--- src/rtl/mem_bus_ctrl_pkg.sv ---
// mem_bus_ctrl_pkg
//   Shared definitions for the memory bus controller: default bus widths,
//   default acknowledge timeout and the controller state encoding.
package mem_bus_ctrl_pkg;

  localparam int unsigned DEF_ADDRESS_BUS_WIDTH = 16;
  localparam int unsigned DEF_DATA_BUS_WIDTH    = 16;
  localparam int unsigned DEF_TIMEOUT_CYCLES    = 15;  // legal range 1..255

  typedef enum logic [1:0] {
    ST_IDLE   = 2'd0,
    ST_ACCESS = 2'd1,
    ST_DONE   = 2'd2
  } state_e;

endpackage

--- src/rtl/bus_timeout_ctr.sv ---
// bus_timeout_ctr
//   Counts ACCESS cycles for the memory bus controller and flags the cycle in
//   which the acknowledge budget is exhausted.
// Ports:
//   clk, rst_n  clock, asynchronous active-low reset
//   clear       restart the count from zero (transaction accepted)
//   enable      count this cycle (controller is in ACCESS)
//   expired     high while the count equals TIMEOUT_CYCLES-1
module bus_timeout_ctr
  import mem_bus_ctrl_pkg::*;
#(
  parameter int unsigned TIMEOUT_CYCLES = DEF_TIMEOUT_CYCLES
) (
  input  logic clk,
  input  logic rst_n,
  input  logic clear,
  input  logic enable,
  output logic expired
);

  localparam int unsigned CW = $clog2(TIMEOUT_CYCLES + 1);

  logic [CW-1:0] cnt_q, cnt_d;

  always_comb begin
    cnt_d = cnt_q;
    if (clear)       cnt_d = '0;
    else if (enable) cnt_d = cnt_q + CW'(1);
  end

  always_ff @(posedge clk or negedge rst_n) begin
    if (!rst_n) cnt_q <= '0;
    else        cnt_q <= cnt_d;
  end

  // The count starts at zero in the first ACCESS cycle, so this marks the
  // TIMEOUT_CYCLES-th ACCESS cycle.
  assign expired = (cnt_q == CW'(TIMEOUT_CYCLES - 1));

endmodule

--- src/rtl/mem_bus_ctrl.sv ---
// mem_bus_ctrl
//   Latches the muxed address / write data, runs one req/ack transaction on
//   the memory bus, returns read data and pulses done (with error on timeout).
// Ports:
//   clk, rst_n          clock, asynchronous active-low reset
//   start, we           transaction request and direction (sampled in IDLE)
//   addr_in, wdata_in   address / write data from the upstream muxes
//   busy, done, error   status: not idle, completion pulse, timeout pulse
//   rdata_out           last successfully read word
//   mem_addr, mem_wdata latched address / write data to memory
//   mem_we, mem_req     memory write enable (qualified) and request
//   mem_ack, mem_rdata  memory acknowledge and read data
module mem_bus_ctrl
  import mem_bus_ctrl_pkg::*;
#(
  parameter int unsigned ADDRESS_BUS_WIDTH = DEF_ADDRESS_BUS_WIDTH,
  parameter int unsigned DATA_BUS_WIDTH    = DEF_DATA_BUS_WIDTH,
  parameter int unsigned TIMEOUT_CYCLES    = DEF_TIMEOUT_CYCLES
) (
  input  logic                         clk,
  input  logic                         rst_n,
  input  logic                         start,
  input  logic                         we,
  input  logic [ADDRESS_BUS_WIDTH-1:0] addr_in,
  input  logic [DATA_BUS_WIDTH-1:0]    wdata_in,
  output logic                         busy,
  output logic                         done,
  output logic                         error,
  output logic [DATA_BUS_WIDTH-1:0]    rdata_out,
  output logic [ADDRESS_BUS_WIDTH-1:0] mem_addr,
  output logic [DATA_BUS_WIDTH-1:0]    mem_wdata,
  output logic                         mem_we,
  output logic                         mem_req,
  input  logic                         mem_ack,
  input  logic [DATA_BUS_WIDTH-1:0]    mem_rdata
);

  state_e                         state_q, state_d;
  logic                           err_q, err_d;
  logic                           we_q;
  logic [ADDRESS_BUS_WIDTH-1:0]   addr_q;
  logic [DATA_BUS_WIDTH-1:0]      wdata_q;
  logic [DATA_BUS_WIDTH-1:0]      rdata_q;
  logic                           accept;
  logic                           expired;

  assign accept = (state_q == ST_IDLE) && start;

  bus_timeout_ctr #(
    .TIMEOUT_CYCLES(TIMEOUT_CYCLES)
  ) u_timeout (
    .clk    (clk),
    .rst_n  (rst_n),
    .clear  (accept),
    .enable (state_q == ST_ACCESS),
    .expired(expired)
  );

  // State register
  always_ff @(posedge clk or negedge rst_n) begin
    if (!rst_n) state_q <= ST_IDLE;
    else        state_q <= state_d;
  end

  // Next-state logic; ack takes priority over a coinciding timeout
  always_comb begin
    state_d = state_q;
    err_d   = 1'b0;
    unique case (state_q)
      ST_IDLE:   if (start) state_d = ST_ACCESS;
      ST_ACCESS: begin
        if (mem_ack) begin
          state_d = ST_DONE;
        end else if (expired) begin
          state_d = ST_DONE;
          err_d   = 1'b1;
        end
      end
      ST_DONE:   state_d = ST_IDLE;
      default:   state_d = ST_IDLE;
    endcase
  end

  // Outputs decode the state register only, so no input reaches an output
  always_comb begin
    busy    = (state_q != ST_IDLE);
    mem_req = (state_q == ST_ACCESS);
    mem_we  = (state_q == ST_ACCESS) && we_q;
    done    = (state_q == ST_DONE);
    error   = (state_q == ST_DONE) && err_q;
  end

  // Request latches, error flag and read-data register
  always_ff @(posedge clk or negedge rst_n) begin
    if (!rst_n) begin
      we_q    <= 1'b0;
      addr_q  <= '0;
      wdata_q <= '0;
      rdata_q <= '0;
      err_q   <= 1'b0;
    end else begin
      if (accept) begin
        we_q    <= we;
        addr_q  <= addr_in;
        wdata_q <= wdata_in;
      end
      if (state_q == ST_ACCESS) begin
        err_q <= err_d;
        if (mem_ack && !we_q) rdata_q <= mem_rdata;
      end
    end
  end

  assign mem_addr  = addr_q;
  assign mem_wdata = wdata_q;
  assign rdata_out = rdata_q;

endmodule
--- config.mk ---
export PLATFORM = sky130hd
export DESIGN_NAME = mem_bus_ctrl
export DESIGN_NICKNAME = d
export VERILOG_FILES = /design/src/rtl/mem_bus_ctrl_pkg.sv /design/src/rtl/bus_timeout_ctr.sv /design/src/rtl/mem_bus_ctrl.sv
export SDC_FILE = /design/constraint.sdc
export NUM_CORES = 1
export LEC_CHECK = 0
export ABC_CLOCK_PERIOD_IN_PS = 2000
export CAP_MARGIN = 20
export CORE_AREA = 3 3 86 88
export CTS_BUF_LIST = sky130_fd_sc_hd__clkbuf_4
export CTS_CLUSTER_DIAMETER = 100
export DETAILED_ROUTE_END_ITERATION = 6
export DIE_AREA = 0 0 89 91
export GPL_ROUTABILITY_DRIVEN = 0
export HOLD_SLACK_MARGIN = 0.06
export PLACE_DENSITY = 0.7
export SLEW_MARGIN = 20
export SYNTH_ARGS = -nofsm -noshare
export SYNTH_HDL_FRONTEND = slang
export SYNTH_HIERARCHICAL = 1
export SYNTH_SLANG_ARGS = --single-unit
--- constraint.sdc ---
create_clock -name clk -period 2 [get_ports clk]
set_input_delay 0.4 -clock clk [delete_from_list [all_inputs] [get_ports clk]]
set_output_delay 0.4 -clock clk [all_outputs]
set_load 0.02 [all_outputs]
* Word level (Yosys, flattened, before mapping)
Index checks and enable logic that the tools add are counted.
Storage, ports and cells: register bits after elaboration 56, input port bits 53, output and inout port bits 53, word-level logic and storage cells 31
Operators by class: add/sub/neg operators 1, eq/ne operators 5, mux-type cells 8, reduce and logical (&&, ||, !) cells 10
Operators with widths (number):
- 4-bit two-way mux | 2
- 2-bit two-way mux | 3
- 4-bit by 1-bit adder with 4-bit output (second input constant) | 1
- 4-bit == test (second input constant) | 1
- 1-bit logical AND | 4
- 2-bit case mux with 2 select lines | 1
- 2-bit AND reduction | 2
- 2-bit nonzero test | 2
- 3-bit by 1-bit != test with 1-bit output (second input constant) | 1
- 2-bit by 1-bit == test with 1-bit output (second input constant) | 1
- 2-bit == test (second input constant) | 1
- 2-bit zero test | 1
- 1-bit two-way mux | 2
- 2-bit != test (second input constant) | 1
- 1-bit zero test | 1

* Depth between registers and ports, before layout
Gate-level depths: netlist of the first run.
depth after elaboration 4, gate-level depth with buffers 5, depth with buffers taken out 5

* Cells and area by module
The synthesis of the first run kept the hierarchy.
Modules (own cells, without submodules):
- mem_bus_ctrl | instances 1, cells an instance 119, area an instance 2078.2 um^2, sequential area each 1301.2 um^2
- bus_timeout_ctr | instances 1, cells an instance 20, area an instance 220.2 um^2, sequential area each 100.1 um^2

* Least setup slack after synthesis of the first run
Ideal clock, no wire load.
path kind register to output, start register state_q[1], end output mem_we, arrival 1.189 ns, required time 1.600 ns, slack 0.411 ns, stages on the path, launching flop included 3, path buffers 0, path through dfrtp_1 and2b_1 and2_1
Between the ends: longest elaborated chain between the ends 2
RTL lines:
- start, declared | RTL line mem_bus_ctrl.sv:38 | state_e state_q, state_d;
- start signal, assigned | RTL line mem_bus_ctrl.sv:62 | else state_q <= state_d;
- 2-bit by 1-bit == test with 1-bit output
- named net mem_req | RTL line mem_bus_ctrl.sv:33 | output logic mem_req,
- 1-bit logical AND | RTL line mem_bus_ctrl.sv:88 | mem_we = (state_q == ST_ACCESS) && we_q;
- end, declared | RTL line mem_bus_ctrl.sv:32 | output logic mem_we,
The timed path passes the listed nets, and every way through them passes these cells.

* Worst setup path after layout of the first run
start register state_q[1], end output busy
Between the ends: longest elaborated chain between the ends 1
RTL lines:
- 2-bit nonzero test | RTL line mem_bus_ctrl.sv:86 | busy = (state_q != ST_IDLE);
- end, declared | RTL line mem_bus_ctrl.sv:26 | output logic busy,
No other way between the ends.

==> out/metrics.cfg, run 1 <==
[sta]
rsz0062_at_grt=no
skew_ns=0.009259
relSlewSlack_pct=73.10
setup_viol=0
period_minus_slack_ns=1.933
finalHoldViolCount=0
timing.fmax_mhz=517.3
fin_crit_sh_pct=96.65
fin_tns_setup_ns=0
slew_viol_final=0
worstMarginPinSlew_ns=0.4035

[synthesis]
ys_seq_area_share_pct=60.97
yosysMostFrequentCell=dfrtp_1
syn_area_mm2=0.002298
synth_top_area_cell=dfrtp_1
synth-warning-count=6
async_reset_ff_share_pct=100.0
synth_cell_type_count=25
synth_edf_count=0
yosys_most_used_dff=dfrtp_1
synth-seq-cells=56
syn_area_per_cell_um2=16.54
synth_top_area_share_pct=60.97
syn_nets=194
synth.area.top_cells=dfrtp_1 (61%), mux2_2 (19%), mux2_4 (7.2%)
synth_cells=139
synth_commonest_cells=dfrtp_1 (56), mux2_2 (39), mux2_4 (11)

[setup_path]
worst-r2r-cell-count=5
arrival_ns=1.53
crit_fanout=4
crit_path_start=state_q[1]$_DFFE_PN0P_
r2r-start=state_q[1]$_DFFE_PN0P_
cp.required_ns=1.60
critical_path_class=reg -> out
worstSetupEndpointType=primary output
startpoint_type=flop

[pwr]
powerDensity_mw_per_mm2=1364
irDropWorstVdd_mv=0.6053
p_leak_nw=1.527

[drt]
ant_nets=0
avgViaCountPerCell=4.569
routed_wl_um=5082
drc_errors=0
drt_iter0_drc=16
vias=1549
dr.pass1.iters=4
routedWlPerCell_um=14.99

[floorplanning]
die_x_um=89
io_pins=106
fp.coreArea_mm2=0.006719
start_util_pct=34.21
num_rows=30
die-area_mm2=0.008099
die_y_um=91

[clocking]
clock-sinks=56
cts-root-buf=clkbuf_4
clk_pin_slew_worst_paths_ns=0.16
clk_latency_ns=0.37
cts_buffer_depth=2
cts_max_level=2
cts_tree=built
cts_made_buffers=5

[grt]
grt_max_degree=27
antenna_found_initial=0
grt_pass1_wl_um=8086
grt-ovfl-total=0
grt_pass1_vias=1589
grt_usage_pct=12.78

[status]
status=completed

[final_layout]
diodes=0
design_area_mm2=0.003573
syn_to_final_growth_pct=55.47
n_fill_cell=588
drive_gt1_share_pct=29.34
fin_nets=313

[placed_design]
postPlaceCellArea_mm2=0.003465
dp_hpwl_um=3745
portBuffers=105

[job]
maxCapViolations=0

[worst_hold_path]
hold_class=in -> async

## cell type report
type / instances / area, µm² / area share [%]
inverter: 1 / 3.754 / 0.1050
sequential: 56 / 1403 / 39.25
clock buffer: 6 / 45.04 / 1.261
clock inverter: 2 / 35.03 / 0.9804
timing repair buffer: 117 / 1159 / 32.42
tap: 80 / 100.1 / 2.801
multi-input combinational: 77 / 828.3 / 23.18
## metal layers
layer	vias to the layer above	GRT usage (%)	share of wire, %
met5	-	0	0
met4	0	3.350	1.0
met3	6	3.993	7.2
met2	56	20.36	48
met1	766	16.77	43
li1	721	-	-
## report_power, final
| part | internal, W | switching (W) |
|---|---|---|
| Clock | 0.000276 | 0.000343 |
| Combinational | 0.00137 | 0.00105 |
| Sequential | 0.00159 | 0.000253 |
| Total | 0.00323 | 0.00164 |
## path summary, 6_finish.rpt
| check | to | slack (ns) |
|---|---|---|
| worst max-delay path | busy | 0.07 |
| worst min-delay path | err_q$_DFFE_PN0N_ | 0.46 |
| worst max register to register | rdata_out[3]$_DFFE_PN0P_ | 0.33 |
| worst min register to register | mem_addr[7]$_DFFE_PN0P_ | 0.52 |
| max in group asynchronous | state_q[0]$_DFFE_PN0P_ | 0.83 |
| min in group clk | mem_addr[7]$_DFFE_PN0P_ | 0.52 |
## state kept, by name, summed over array words and instances (netlist names)
name / cells
mem_addr: 16
mem_wdata: 16
rdata_out: 16
u_timeout/cnt_q: 4
state_q: 2
err_q: 1
we_q: 1
## critical path, cell delays in order (launching register included)
cell             delay, ns
dfrtp_1               0.43
buf_4                 0.16
or2_2                 0.27
clkdlybuf4s15_1       0.31
## cell usage in the layout (no fill, tap or decap), types with 2 or more instances in the layout
| cell type | count |
|---|---|
| clkdlybuf4s50_1 | 99 |
| dfrtp_1 | 55 |
| mux2_2 | 39 |
| mux2_4 | 11 |
| buf_4 | 9 |
| clkbuf_4 | 6 |
| dlygate4sd2_1 | 4 |
| a21oi_1 | 3 |
| and2b_1 | 2 |
| and2_1 | 2 |
| nand2b_1 | 2 |
| nor2b_1 | 2 |
| buf_12 | 2 |
| nor2_1 | 2 |
| ha_1 | 2 |
## cells by family after synthesis
group                    after synthesis  share of synthesized area (%)
flip-flops                            56                          60.97
multiplexers                          51                          26.78
XOR/XNOR                               1                         0.3811
buffers and inverters                  6                          2.994
AND/OR/NAND/NOR                       18                          6.369
AO/OA/AOI/OAI                          5                          1.415
adder cells (fa/ha/maj)                2                          1.089
## stage by stage
stage	hold WS [ns]	worst slack, ns	cells	utilization [%]	total power [W]
CTS	0.4539	0.01566	337	52.94	0.004931
finish	0.4618	0.06690	339	53.18	0.004876
global route	0.4853	0.006371	339	53.18	0.005156
global placement	0.3564	0.1098	327	51.56	0.004254
detailed placement	0.3547	0.07901	327	51.56	0.004307
floorplan	0.1044	0.4113	139	-	0.003116
## repair_timing
item / CTS / global route
buffers inserted: 1 / 2
endpoints found under the setup margin: 5 / 3
endpoints found under the hold margin: 16 / 0
gates resized for setup: 6 / 1
hold buffers: 1 / 0
Power figures use the tool's default switching activity.
==> inputs of run 2 (changes only) <==
--- a/config.mk
+++ b/config.mk
@@ -7,16 +7,15 @@
 export LEC_CHECK = 0
 export ABC_CLOCK_PERIOD_IN_PS = 2000
 export CAP_MARGIN = 20
-export CORE_AREA = 3 3 86 88
+export CORE_AREA = 3 3 84 86
 export CTS_BUF_LIST = sky130_fd_sc_hd__clkbuf_4
 export CTS_CLUSTER_DIAMETER = 100
 export DETAILED_ROUTE_END_ITERATION = 6
-export DIE_AREA = 0 0 89 91
+export DIE_AREA = 0 0 87 89
 export GPL_ROUTABILITY_DRIVEN = 0
 export HOLD_SLACK_MARGIN = 0.06
-export PLACE_DENSITY = 0.7
+export PLACE_DENSITY = 0.71
 export SLEW_MARGIN = 20
 export SYNTH_ARGS = -nofsm -noshare
 export SYNTH_HDL_FRONTEND = slang
-export SYNTH_HIERARCHICAL = 1
 export SYNTH_SLANG_ARGS = --single-unit
==> run 2 against run 1 <==
- critical path depth unchanged
- clock skew is 0.0035 ns higher
- sequential cell count stayed put
- synthesized area decreased by 2.6%
- count of clock-buffer cells in the layout unchanged
- synthesized cell count up 1.4%
- hold slack improved by 0.032 ns
- first-iteration DRC count grew to 3.2 times the previous value
- highest routed layer unchanged
==> out/metrics.cfg, run 2 <==
[synthesis]
syn_area_mm2=0.002238
synth_top_area_share_pct=62.60
synth-seq-cells=56
yosys_most_used_dff=dfrtp_1
synth_cell_type_count=24
synth.area.top_cells=dfrtp_1 (63%), mux2_2 (20%), mux2_4 (6.7%)
synth_edf_count=0
synth_commonest_cells=dfrtp_1 (56), mux2_2 (39), mux2_4 (10)
yosysMostFrequentCell=dfrtp_1
syn_nets=196
syn_area_per_cell_um2=15.88
synth_top_area_cell=dfrtp_1
synth_cells=141
async_reset_ff_share_pct=100.0
ys_seq_area_share_pct=62.60
synth-warning-count=0

[floorplanning]
die_y_um=89
start_util_pct=35.25
fp.coreArea_mm2=0.006350
io_pins=106
die_x_um=87
die-area_mm2=0.007743
num_rows=29

[final_layout]
final_cell_mix=clkdlybuf4s50_1 (99), dfrtp_1 (56), mux2_2 (39)
diodes=0
utilization_pct=53.66
seq_area_mm2=0.001401
drive_gt1_share_pct=26.19
n_fill_cell=550
multiInputGateArea_um2=754.5
fin_nets=306
syn_to_final_growth_pct=52.21
final_common_cell=clkdlybuf4s50_1
final_cell_count_no_fill=329

[sta]
rsz0062_at_grt=no
setup_slack_ns=0.1527
slew_viol_final=0
fin_crit_sh_pct=92.37
whs_ns=0.4942
period_minus_slack_ns=1.847
timing.fmax_mhz=541.3
fin_tns_setup_ns=0
setup_viol=0
skew_ns=0.01274
finalHoldViolCount=0
relSlewSlack_pct=69.44
worstMarginPinSlew_ns=0.4584

[setup_path]
worstSetupEndpointType=primary output
cp.required_ns=1.60
startpoint_type=flop
r2r-start=state_q[1]$_DFFE_PN0P_
crit_path_start=state_q[0]$_DFFE_PN0P_
crit_fanout=5
arrival_ns=1.45
critical_path_class=reg -> out

[clocking]
clock-sinks=56
clk_latency_ns=0.37
clk_pin_slew_worst_paths_ns=0.15
cts_buffer_depth=2
cts_setup_buffers=0
cts_tree=built
cts-root-buf=clkbuf_4
cts_made_buffers=5
cts_max_level=2

[placed_design]
dp_hpwl_um=3627
placedCellCount=320
dpl_worst_slack_ns=0.1222
portBuffers=105

[grt]
antenna_found_initial=0
grt_pass1_wl_um=7610
grt_usage_pct=12.65
grt_max_degree=39
grt-ovfl-total=0
grt_pass1_vias=1543

[pwr]
powerDensity_mw_per_mm2=1420
p_leak_nw=1.459
irDropWorstVdd_mv=0.7519

[drt]
drc_errors=0
ant_nets=0
dr.pass1.iters=5
routedWlPerCell_um=14.64
avgViaCountPerCell=4.596
drt_iter0_drc=51
routed_wl_um=4818
vias=1512

[worst_hold_path]
min_from=err_q$_DFFE_PN0P_
hold_class=reg -> reg

[status]
status=completed

[job]
maxCapViolations=0

run 2: cell types whose count changed in the layout (fill, tap and decap cells not counted), moves of 2 or more:
cell	before	now
a21oi_1	3	0
and2b_1	2	0
nand2_1	0	4
clkbuf_2	0	2
buf_4	9	3
nand3_1	0	4
o21ai_0	0	3
run 2: metal layers:
metal	track usage, %	routed length, µm	up-vias
met1	16.01	1943	738
met2	20.43	2393	63
met4	3.824	54	0
met5	0	0	-
li1	-	-	705
met3	4.516	426	6
run 2: repair_timing:
item                                    in CTS  in global routing
hold buffers                                 1                  0
pin swaps                                    0                  0
resized for setup                            5                  4
hold endpoints to repair                    18                  0
endpoints found under the setup margin       5                  2
run 2: layout make-up:
class	count	share of cell area, %
flip-flops and latches	56	41.13
repair buffers	110	31.84
multi-input cells	75	22.14
well taps	77	2.828
clock buffers	6	1.322
inverters	3	0.4040
clock inverters	2	0.3305
run 2: through the flow:
stage               instance area, µm²  total power (W)
floorplan                         2238         0.003217
CTS                               3415         0.004929
global route                      3407         0.005152
finish                            3407         0.004837
detailed placement                3354         0.004437
global placement                  3354         0.004383
run 2: logic make-up (layout without fill, tap and decap cells):
family,Yosys count,in the layout,synth area share [%]
compound gates,5,5,1.286
simple gates,18,18,4.529
mux,50,50,26.77
buf+inv,10,121,3.689
flops,56,56,62.60
fa+ha+maj,2,2,1.118
run 2: where the power goes:
part / switching [W] / internal (W) / total (W) / leakage (nW)
clock network: 0.000333 / 0.000148 / 0.000481 / 0.0293
logic: 0.00110 / 0.00137 / 0.00246 / 0.761
registers: 0.000273 / 0.00162 / 0.00189 / 0.668
run 2: worst max-delay path, stage by stage (launching register included):
cell and delay, ns:
dfrtp_1 0.46, nor2b_1 0.14, and2_1 0.13, dlygate4sd2_1 0.35
run 2: final timing paths:
kind	end	slack [ns]	cells past startpoint
setup / recovery	error	0.15	3
hold / removal	err_q$_DFFE_PN0P_	0.49	2
setup reg to reg	rdata_out[0]$_DFFE_PN0P_	0.37	4
hold reg to reg	err_q$_DFFE_PN0P_	0.49	2
max in group asynchronous	err_q$_DFFE_PN0P_	0.93	3
min in group asynchronous	rdata_out[8]$_DFFE_PN0P_	0.51	2
